`src/rtl/cdb_arbiter_pkg.sv`:
```
// -----------------------------------------------------------------------------
// cdb_arbiter_pkg
// Shared constants for the Common Data Bus arbitration logic.
//   CDB_TAG_WIDTH  : reservation-station tag width
//   CDB_DATA_WIDTH : functional-unit result width
//   FU_*           : request index of each functional unit on the CDB
//   NUM_FU         : number of functional units sharing the CDB
// -----------------------------------------------------------------------------
package cdb_arbiter_pkg;

   localparam int CDB_TAG_WIDTH  = 6;
   localparam int CDB_DATA_WIDTH = 32;

   localparam int FU_ALU = 0;
   localparam int FU_MUL = 1;
   localparam int FU_DIV = 2;
   localparam int FU_LSU = 3;
   localparam int NUM_FU = 4;

endpackage : cdb_arbiter_pkg

```
`src/rtl/cdb_arbiter_picker.sv`:
```
// -----------------------------------------------------------------------------
// rr_priority_picker
// Combinational rotating-priority picker. Scans the request vector starting
// at ptr_i, wrapping after NUM_REQ-1, and selects the first set bit.
//   req_i   : request vector
//   ptr_i   : index with highest priority (must be < NUM_REQ)
//   grant_o : one-hot grant, all zero when no request is set
//   idx_o   : encoded index of the granted request (0 when none)
// -----------------------------------------------------------------------------
module rr_priority_picker #(
   parameter int NUM_REQ   = 4,
   parameter int IDX_WIDTH = $clog2(NUM_REQ)
) (
   input  logic [NUM_REQ-1:0]   req_i,
   input  logic [IDX_WIDTH-1:0] ptr_i,
   output logic [NUM_REQ-1:0]   grant_o,
   output logic [IDX_WIDTH-1:0] idx_o
);

   logic                 found;
   logic [IDX_WIDTH-1:0] cand;

   always_comb begin
      // NOTE: every output gets a default before the loop so no path leaves
      // it unassigned, which would otherwise infer a latch.
      grant_o = '0;
      idx_o   = '0;
      found   = 1'b0;
      cand    = ptr_i;
      // NOTE: blocking assignments here model a sequential scan within one
      // combinational evaluation; cand and found carry between iterations.
      for (int k = 0; k < NUM_REQ; k++) begin
         if (!found && req_i[cand]) begin
            grant_o[cand] = 1'b1;
            idx_o         = cand;
            found         = 1'b1;
         end
         // Explicit compare so non-power-of-two NUM_REQ wraps correctly.
         cand = (cand == IDX_WIDTH'(NUM_REQ - 1)) ? '0 : cand + 1'b1;
      end
   end

endmodule : rr_priority_picker

```
`src/rtl/cdb_arbiter.sv`:
```
// -----------------------------------------------------------------------------
// cdb_arbiter
// Round-robin arbiter sharing the Common Data Bus among functional units.
// One unit is granted per cycle (combinational grant) and its result is
// broadcast on registered cdb_* outputs one cycle later.
//   clk        : clock, all state on rising edge
//   reset      : synchronous active-low reset
//   req_valid  : per-unit result pending
//   req_tag    : per-unit tags, unit i at [i*TAG_WIDTH +: TAG_WIDTH]
//   req_data   : per-unit results, unit i at [i*DATA_WIDTH +: DATA_WIDTH]
//   req_grant  : one-hot grant, result of unit i accepted this cycle
//   flush      : suppress arbitration this cycle
//   cdb_valid  : registered broadcast valid
//   cdb_tag    : registered broadcast tag
//   cdb_data   : registered broadcast data
//   cdb_src    : index of the unit that produced the broadcast
// -----------------------------------------------------------------------------
module cdb_arbiter
   import cdb_arbiter_pkg::*;
#(
   parameter int NUM_REQ    = NUM_FU,
   parameter int TAG_WIDTH  = CDB_TAG_WIDTH,
   parameter int DATA_WIDTH = CDB_DATA_WIDTH,
   parameter int SRC_WIDTH  = $clog2(NUM_REQ)
) (
   input  logic                          clk,
   input  logic                          reset,
   input  logic [NUM_REQ-1:0]            req_valid,
   input  logic [NUM_REQ*TAG_WIDTH-1:0]  req_tag,
   input  logic [NUM_REQ*DATA_WIDTH-1:0] req_data,
   output logic [NUM_REQ-1:0]            req_grant,
   input  logic                          flush,
   output logic                          cdb_valid,
   output logic [TAG_WIDTH-1:0]          cdb_tag,
   output logic [DATA_WIDTH-1:0]         cdb_data,
   output logic [SRC_WIDTH-1:0]          cdb_src
);

   logic [NUM_REQ-1:0]    pick_req;
   logic [NUM_REQ-1:0]    pick_grant;
   logic [SRC_WIDTH-1:0]  pick_idx;

   logic [SRC_WIDTH-1:0]  ptr_q,       ptr_d;
   logic                  cdb_valid_q, cdb_valid_d;
   logic [TAG_WIDTH-1:0]  cdb_tag_q,   cdb_tag_d;
   logic [DATA_WIDTH-1:0] cdb_data_q,  cdb_data_d;
   logic [SRC_WIDTH-1:0]  cdb_src_q,   cdb_src_d;

   // Reset and flush both mask requests ahead of the picker, so the grant
   // is forced low combinationally in either case.
   always_comb begin
      pick_req = (reset && !flush) ? req_valid : '0;
   end

   rr_priority_picker #(
      .NUM_REQ   (NUM_REQ),
      .IDX_WIDTH (SRC_WIDTH)
   ) u_picker (
      .req_i   (pick_req),
      .ptr_i   (ptr_q),
      .grant_o (pick_grant),
      .idx_o   (pick_idx)
   );

   assign req_grant = pick_grant;

   always_comb begin
      ptr_d       = ptr_q;
      cdb_valid_d = |pick_grant;
      cdb_tag_d   = cdb_tag_q;
      cdb_data_d  = cdb_data_q;
      cdb_src_d   = cdb_src_q;
      if (|pick_grant) begin
         ptr_d      = (pick_idx == SRC_WIDTH'(NUM_REQ - 1)) ? '0 : pick_idx + 1'b1;
         cdb_tag_d  = req_tag[pick_idx*TAG_WIDTH +: TAG_WIDTH];
         cdb_data_d = req_data[pick_idx*DATA_WIDTH +: DATA_WIDTH];
         cdb_src_d  = pick_idx;
      end
   end

   // NOTE: reset is synchronous, so it appears only inside the clocked
   // branch and not in the sensitivity list; payload registers are cleared
   // too so the bus reads zero after reset.
   always_ff @(posedge clk) begin
      // NOTE: non-blocking assignments so every register samples the
      // pre-edge values regardless of statement order.
      if (!reset) begin
         ptr_q       <= '0;
         cdb_valid_q <= 1'b0;
         cdb_tag_q   <= '0;
         cdb_data_q  <= '0;
         cdb_src_q   <= '0;
      end else begin
         ptr_q       <= ptr_d;
         cdb_valid_q <= cdb_valid_d;
         cdb_tag_q   <= cdb_tag_d;
         cdb_data_q  <= cdb_data_d;
         cdb_src_q   <= cdb_src_d;
      end
   end

   assign cdb_valid = cdb_valid_q;
   assign cdb_tag   = cdb_tag_q;
   assign cdb_data  = cdb_data_q;
   assign cdb_src   = cdb_src_q;

endmodule : cdb_arbiter

```
`config.mk`:
```
export PLATFORM = sky130hd
export DESIGN_NAME = cdb_arbiter
export DESIGN_NICKNAME = d
export VERILOG_FILES = /design/src/rtl/cdb_arbiter_pkg.sv /design/src/rtl/cdb_arbiter_picker.sv /design/src/rtl/cdb_arbiter.sv
export SDC_FILE = /design/constraint.sdc
export NUM_CORES = 1
export LEC_CHECK = 0
export ABC_AREA = 1
export BUFFER_PORTS_ARGS = -buffer_cell sky130_fd_sc_hd__buf_2
export CAP_MARGIN = 40
export CORE_ASPECT_RATIO = 1.5
export CORE_MARGIN = 1.5
export CORE_UTILIZATION = 46
export CTS_CLUSTER_DIAMETER = 120
export DETAILED_ROUTE_END_ITERATION = 10
export MAX_ROUTING_LAYER = met4
export PLACE_DENSITY_LB_ADDON = 0.3
export SYNTH_ARGS = -nofsm -noshare
export SYNTH_HDL_FRONTEND = slang
export SYNTH_SLANG_ARGS = --single-unit
```
`constraint.sdc`:
```
create_clock -name clk -period 2.95 [get_ports clk]
set_input_delay 0.1475 -clock clk [delete_from_list [all_inputs] [get_ports clk]]
set_output_delay 0.1475 -clock clk [all_outputs]
set_load 0.01 [all_outputs]
```
==> results of run 1 <==
==> timing repair <==
action,4_1_cts,5_1_grt
hold buffers,0,0
gates resized for setup,0,6
buffers inserted,0,1
setup endpoints to repair,0,27
==> placed cells by master (no fill, tap or decap), types with 2 or more instances in the layout <==
cell type | netlist | routed
buf_2 | 25 | 203
buf_12 | 0 | 3
inv_2 | 3 | 3
nand4_1 | 3 | 3
ha_1 | 7 | 6
nand3b_1 | 12 | 12
nor2_8 | 3 | 3
nand2_4 | 1 | 2
nor2_1 | 7 | 7
nand3_1 | 156 | 155
clkbuf_8 | 0 | 2
dfxtp_1 | 43 | 43
nand2_1 | 284 | 282
clkbuf_16 | 0 | 6
nand2_2 | 4 | 5
a21oi_1 | 8 | 8
nor2_4 | 2 | 3
o211ai_1 | 13 | 13
inv_1 | 70 | 70
buf_4 | 5 | 29
nand3b_2 | 2 | 2
buf_8 | 0 | 2
nand3_2 | 3 | 4
==> cell type report <==
class | count | area, µm²
clock buffers | 8 | 156
multi-input cells | 514 | 2500
fillers | 802 | 2750
inverters | 74 | 285
repair buffers | 239 | 1380
flip-flops and latches | 43 | 861
well taps | 105 | 131
==> tightest hold or removal path, delay by kind of cell <==
| kind | cells | cell delay (ps) |
|---|---|---|
| buf+inv | 1 | 70 |
| simple gates | 4 | 180 |
==> through the flow <==
| step | cell area (µm²) | util, % | setup WS, ps | hold WS (ps) |
|---|---|---|---|---|
| floorplan | 3860 | - | 279 | 319 |
| detailed placement | 5090 | 63.2 | 188 | 443 |
| global placement | 5070 | 63.0 | 14.8 | 437 |
| global route | 5310 | 65.9 | -3.94 | 171 |
| finish | 5310 | 65.9 | 240 | 154 |
| CTS | 5250 | 65.1 | 149 | 150 |
==> per-layer routing <==
layer	up-vias	GRT usage [%]	wire, µm
li1	2543	-	-
met5	-	-	0
met3	34	3.49	750
met4	0	12.7	356
met2	228	51.3	6800
met1	2214	32.7	5050
==> state kept, by name, summed over array words and instances, names as in the netlist <==
register and cells:
cdb_data 32, cdb_tag 6, cdb_src 2, ptr_q 2, cdb_valid 1
==> logic make-up (layout without fill, tap and decap cells) <==
| kind of cell | count (synthesis) | after routing |
|---|---|---|
| and+or+nand+nor | 480 | 481 |
| buffers and inverters | 118 | 321 |
| DFF | 43 | 43 |
| AOI/OAI and AO/OA | 25 | 25 |
| adders and majority gates | 7 | 7 |
| xor gates and xnor gates | 1 | 1 |
==> synth_stat cells (2+ instances only) <==
cell	n	area [µm²]
clkbuf_1	8	30.0
buf_4	5	37.5
buf_6	4	45.0
dfxtp_1	43	861
nor2_8	3	60.1
buf_2	25	125
nand3_1	156	781
nand3b_1	12	90.1
ha_1	7	87.6
inv_1	70	263
inv_2	3	11.3
nand2_1	284	1070
buf_1	2	7.51
nand4_1	3	18.8
a21oi_1	8	40.0
nor2_4	2	22.5
o211ai_1	13	97.6
nor2_1	7	26.3
nand3_2	3	30.0
nand2_2	4	25.0
nand3b_2	2	22.5
==> power by group through the flow <==
| stage | clock [W] | sequential (W) | combinational [W] |
|---|---|---|---|
| CTS | 0.000594 | 0.000982 | 0.00587 |
| finish | 0.000587 | 0.000983 | 0.00611 |
| global route | 0.000622 | 0.00101 | 0.00685 |
| floorplan | 0 | 0.00108 | 0.00423 |
| global placement | 0 | 0.000987 | 0.00565 |
| detailed placement | 0 | 0.000991 | 0.00585 |
==> worst max-delay path by stage <==
stage / start / to / depth (start not counted)
2_1_floorplan: ptr_q[0] / cdb_data[25] / 17
3_3_place_gp: ptr_q[1] / cdb_data[12] / 14
4_1_cts: ptr_q[1] / cdb_data[25] / 19
6_report: ptr_q[1] / cdb_data[1] / 16
5_1_grt: ptr_q[1] / cdb_tag[2] / 18
3_5_place_dp: ptr_q[1] / cdb_data[25] / 19
==> flow_summary.json, run 1 <==
{
  "status": "completed",
  "start_kind": "register",
  "final.setup.tns_ps": 0,
  "r2r_end": "cdb_data[1]",
  "grt.overflow.total": 0,
  "clkPwrFrac_pct": 7.6,
  "synth-seq-cells": 43,
  "hold_path_class": "input port to register",
  "vias_per_cell": 5.11,
  "p_total_w": 0.00768,
  "synth_cells": 674,
  "drv_slew": 0,
  "totalWireLength_um": 13000,
  "clk_pin_slew_worst_paths_ps": 60,
  "synth_warnings": 0,
  "ir_drop_mv": 0.979,
  "clk_path_buf_depth": 2,
  "die_height_um": 115,
  "min_to": "cdb_data[20]",
  "globalplace.congestion": 0.986,
  "cp_max_fo": 25,
  "grt_pass1_vias": 4703,
  "antenna_found_initial": 0,
  "die_x_um": 77.8,
  "power.switching_w": 0.00416,
  "synth_top_family_by_area": "simple AND/OR/NAND/NOR gates",
  "setup_violations": 0,
  "timing.reg2reg.setup_slack_ps": 240,
  "synth_edf_count": 0,
  "critPathRequiredTime_ps": 3130,
  "dieArea_um2": 8960,
  "clock_latency_ps": 280,
  "drt_iter0_markers": 292,
  "worstSetupPathType": "register to register",
  "synth_compound_area_share_pct": 4.47,
  "synthToLayoutAreaGrowth_pct": 37.6,
  "max_freq_ghz": 0.369,
  "clock_sinks": 43,
  "syn-num-nets": 840,
  "powerDensity_nw_per_um2": 1450,
  "leakagePower_nw": 3.22,
  "skew_ps": 2.71,
  "comb_power_share_pct": 79.6,
  "fin_crit_ps": 2710,
  "grt_max_degree": 65,
  "cap_violations": 0,
  "rsz0062_at_grt": "yes",
  "place_inst": 972,
  "synth_adder_area_share_pct": 2.27,
  "p_seq_share_pct": 12.8,
  "min_from": "req_data[116]",
  "cts-htree-levels": 2,
  "arrival_ps": 2890,
  "finalCritPeriodShare_pct": 91.9,
  "initial_core_util_pct": 47.9,
  "cts_buffers": 5,
  "core_um2": 8060,
  "ys_async_sr_fraction_pct": 0,
  "path_cells": "inv_1 > ha_2 > inv_1 > buf_4 > nand3_1 > nand2_2 > nor2_2 > buf_4 > nand3_1 > nand2_2 > nand2_4 > clkbuf_16 > o211ai_1 > nand3_1 > nand2_1 > inv_1",
  "diodes": 0,
  "swShare_pct": 54.2,
  "synth-seq-area-share_pct": 22.3,
  "max_stage_delay_ps": 390,
  "antenna_left": 0,
  "worst_pin_slew_ps": 277,
  "p_int_w": 0.00352,
  "ios": 204,
  "slew_headroom_pct": 81.5,
  "final_cells": 983,
  "synth.cell_area_um2": 3860,
  "synthMuxAreaShare_pct": 0,
  "critical_path_buf_inv_count": 6,
  "slowest_stage": "dfxtp_1",
  "grt_usage_pct": 29.1,
  "num_rows": 40,
  "yosysUniqueCellTypes": 31,
  "synth.avg_cell_area_um2": 5.73,
  "hold_viol": 0,
  "synth_xor_area_share_pct": 0.227,
  "drive_above_1_share_pct": 31.4,
  "via_count": 5019,
  "reg2reg_from": "ptr_q[1]",
  "grt_pass1_wl_um": 20700,
  "dp_hpwl_um": 9740,
  "r2r_cells": 16,
  "nNetsFinal": 1043,
  "synth-simple-area-share_pct": 57.0,
  "cts_tree": "yes",
  "drc": 0,
  "critical-path-top-delay-family": "simple AND/OR/NAND/NOR gates",
  "end_kind": "register",
  "cts-root-buf": "clkbuf_16",
  "min_path_cells": 5,
  "wl_per_cell_um": 13.2,
  "numPortBuffers": 203,
  "drt_first_pass_iters": 5,
  "synthFlopType": "dfxtp_1"
}
No activity file was read; power rests on OpenSTA's default activity.
==> inputs of run 2 (changes only) <==
CORE_UTILIZATION = 45   (was 46)
SYNTH_HIERARCHICAL = 1   (was not set)
==> run 2 against run 1 <==
  * Sequential share of layout area rose by 2.5 points
  * Clock skew rose by 2.1 ps
  * Clock-buffer cell count fell by 2
  * Final cell count fell by 13%
  * Largest cell class unchanged
  * Worst setup slack got worse by 100 ps
  * Wire length fell by 13%
  * Die area fell by 8.8%
==> flow_summary.json, run 2 <==
{
  "grt_max_degree": 73,
  "antenna_found_initial": 0,
  "wl_per_cell_um": 13.2,
  "drt_iter0_markers": 361,
  "grt_usage_pct": 27.1,
  "diodes": 0,
  "grt.overflow.total": 0,
  "initial_core_util_pct": 46.9,
  "cts_buffers": 5,
  "antenna_left": 0,
  "final_area_um2": 4600,
  "p_total_w": 0.00589,
  "die_x_um": 74.3,
  "powerDensity_nw_per_um2": 1280,
  "synth_cells": 573,
  "max_freq_ghz": 0.356,
  "finalCritPeriodShare_pct": 95.3,
  "setup_violations": 0,
  "ys_async_sr_fraction_pct": 0,
  "synthFlopType": "dfxtp_1",
  "synth_most_common_cell": "nand2_1",
  "slew_headroom_pct": 72.5,
  "critPathRequiredTime_ps": 3180,
  "drt_first_pass_iters": 5,
  "arrival_ps": 3040,
  "start_kind": "register",
  "synth.avg_cell_area_um2": 6.00,
  "synth-seq-area-share_pct": 25.1,
  "via_count": 4451,
  "final.setup.tns_ps": 0,
  "globalplace.congestion": 1.01,
  "utilization_pct": 62.9,
  "num_rows": 38,
  "fin_crit_ps": 2810,
  "cts-htree-levels": 2,
  "grt_pass1_vias": 3926,
  "clk_path_buf_depth": 2,
  "cp_max_fo": 72,
  "synthToLayoutAreaGrowth_pct": 33.9,
  "final_common_cell": "nand2_1",
  "synth_edf_count": 0,
  "hold_path_class": "input port to register",
  "synth_area_leader_cell": "nand2_1",
  "cts_tree": "yes",
  "vias_per_cell": 5.18,
  "nNetsFinal": 926,
  "die_height_um": 110,
  "totalWireLength_um": 11300,
  "drive_above_1_share_pct": 32.4,
  "clock_sinks": 43,
  "synth-seq-cells": 43,
  "core_um2": 7320,
  "dpl_cell_area_um2": 4490,
  "final_cell_mix": "nand2_1, buf_2, nand3_1, a21oi_1, dfxtp_1",
  "worstSetupPathType": "register to register",
  "ios": 204,
  "grt_pass1_wl_um": 17200,
  "cap_violations": 0,
  "synth_top_area_share_pct": 27.3,
  "synth.area.top_cells": "nand2_1, dfxtp_1, nand3_1",
  "drc": 0,
  "synth.cell_area_um2": 3440,
  "fillers": 739,
  "end_kind": "register",
  "hold_viol": 0,
  "largest_register_ffs": 32,
  "syn-num-nets": 740,
  "clk_pin_slew_worst_paths_ps": 90,
  "numPortBuffers": 203,
  "worst_pin_slew_ps": 412,
  "leakagePower_nw": 2.57,
  "dieArea_um2": 8180,
  "drv_slew": 0,
  "cts-root-buf": "clkbuf_8",
  "synth_common_cells": "nand2_1, nand3_1, a21oi_1",
  "status": "completed",
  "synth_warnings": 6,
  "dp_hpwl_um": 8240,
  "clock_latency_ps": 290,
  "skew_ps": 4.82,
  "ir_drop_mv": 1.18,
  "yosysUniqueCellTypes": 21
}
==> run 2: changes by cell type after synthesis, moves of 3 or more <==
cell,delta
inv_1,-59
a21boi_0,+4
buf_6,+4
nand3_1,-52
nand3b_1,+26
o211ai_1,-13
a21oi_1,+43
nor2_8,-3
nand4_1,-3
nand2_1,-34
buf_2,-3
==> run 2: per-layer routing <==
| layer | routed length [µm] | track usage [%] | up-vias |
|---|---|---|---|
| met3 | 602 | 4.00 | 24 |
| met4 | 285 | 11.0 | 0 |
| met5 | 0 | - | - |
| met2 | 5840 | 46.7 | 182 |
| li1 | - | - | 2243 |
| met1 | 4590 | 31.0 | 2002 |
==> run 2: worst max-delay path: stages, from the launching register on <==
cell and delay (ps):
dfxtp_2 390, inv_1 140, ha_1 360, inv_1 180
nand3_1 90, nand2_1 100, nor2_1 110, a21oi_1 230
nand3_2 270, clkinv_2 170, buf_12 260, nand2_1 100
nand3_1 90, nand2_1 60, a21oi_1 120
==> run 2: layout make-up <==
type / instances / area [µm²] / area share, %
clock inverter: 2 / 12.5 / 0.272
tap: 100 / 125 / 2.72
clock buffer: 6 / 72.6 / 1.58
timing repair buffer: 221 / 1200 / 26.1
sequential: 43 / 862 / 18.7
inverter: 14 / 53.8 / 1.17
multi-input combinational: 474 / 2270 / 49.4
==> run 2: report_power, final <==
group | switching (W) | total [W] | leakage, nW | internal, W
clock | 0.000213 | 0.000379 | 0.0412 | 0.000166
combinational | 0.00289 | 0.00458 | 2.17 | 0.00169
sequential | 0.000101 | 0.000931 | 0.357 | 0.000829
total | 0.00320 | 0.00589 | 2.57 | 0.00269
==> run 2: timing repair <==
item	in CTS	in global routing
gates resized for setup	0	1
hold buffers	0	0
setup buffers	0	3
setup endpoints to repair	0	36
==> run 2: kinds of logic after synthesis <==
logic type	Yosys count	synth area share [%]
AND/OR/NAND/NOR	411	54.7
buffers and inverters	56	9.03
AO/OA/AOI/OAI	55	8.30
flip-flops	43	25.1
adder cells (fa/ha/maj)	8	2.91
==> run 2: path summary, 6_finish.rpt <==
kind | cells past startpoint | to | start | slack [ps]
max | 14 | cdb_data[23] | ptr_q[1] | 140
min | 5 | cdb_data[10] | req_data[74] | 200
max reg2reg | 14 | cdb_data[23] | ptr_q[1] | 140
min reg2reg | 2 | cdb_src[0] | cdb_src[0] | 510
==> run 2: metrics by stage <==
step | std cells | setup slack, ps | hold WS (ps)
5_1_grt | 860 | -48.8 | 207
6_report | 860 | 140 | 199
3_5_place_dp | 849 | 164 | 498
3_3_place_gp | 849 | 241 | 500
4_1_cts | 857 | 151 | 194
2_1_floorplan | 573 | 433 | 338
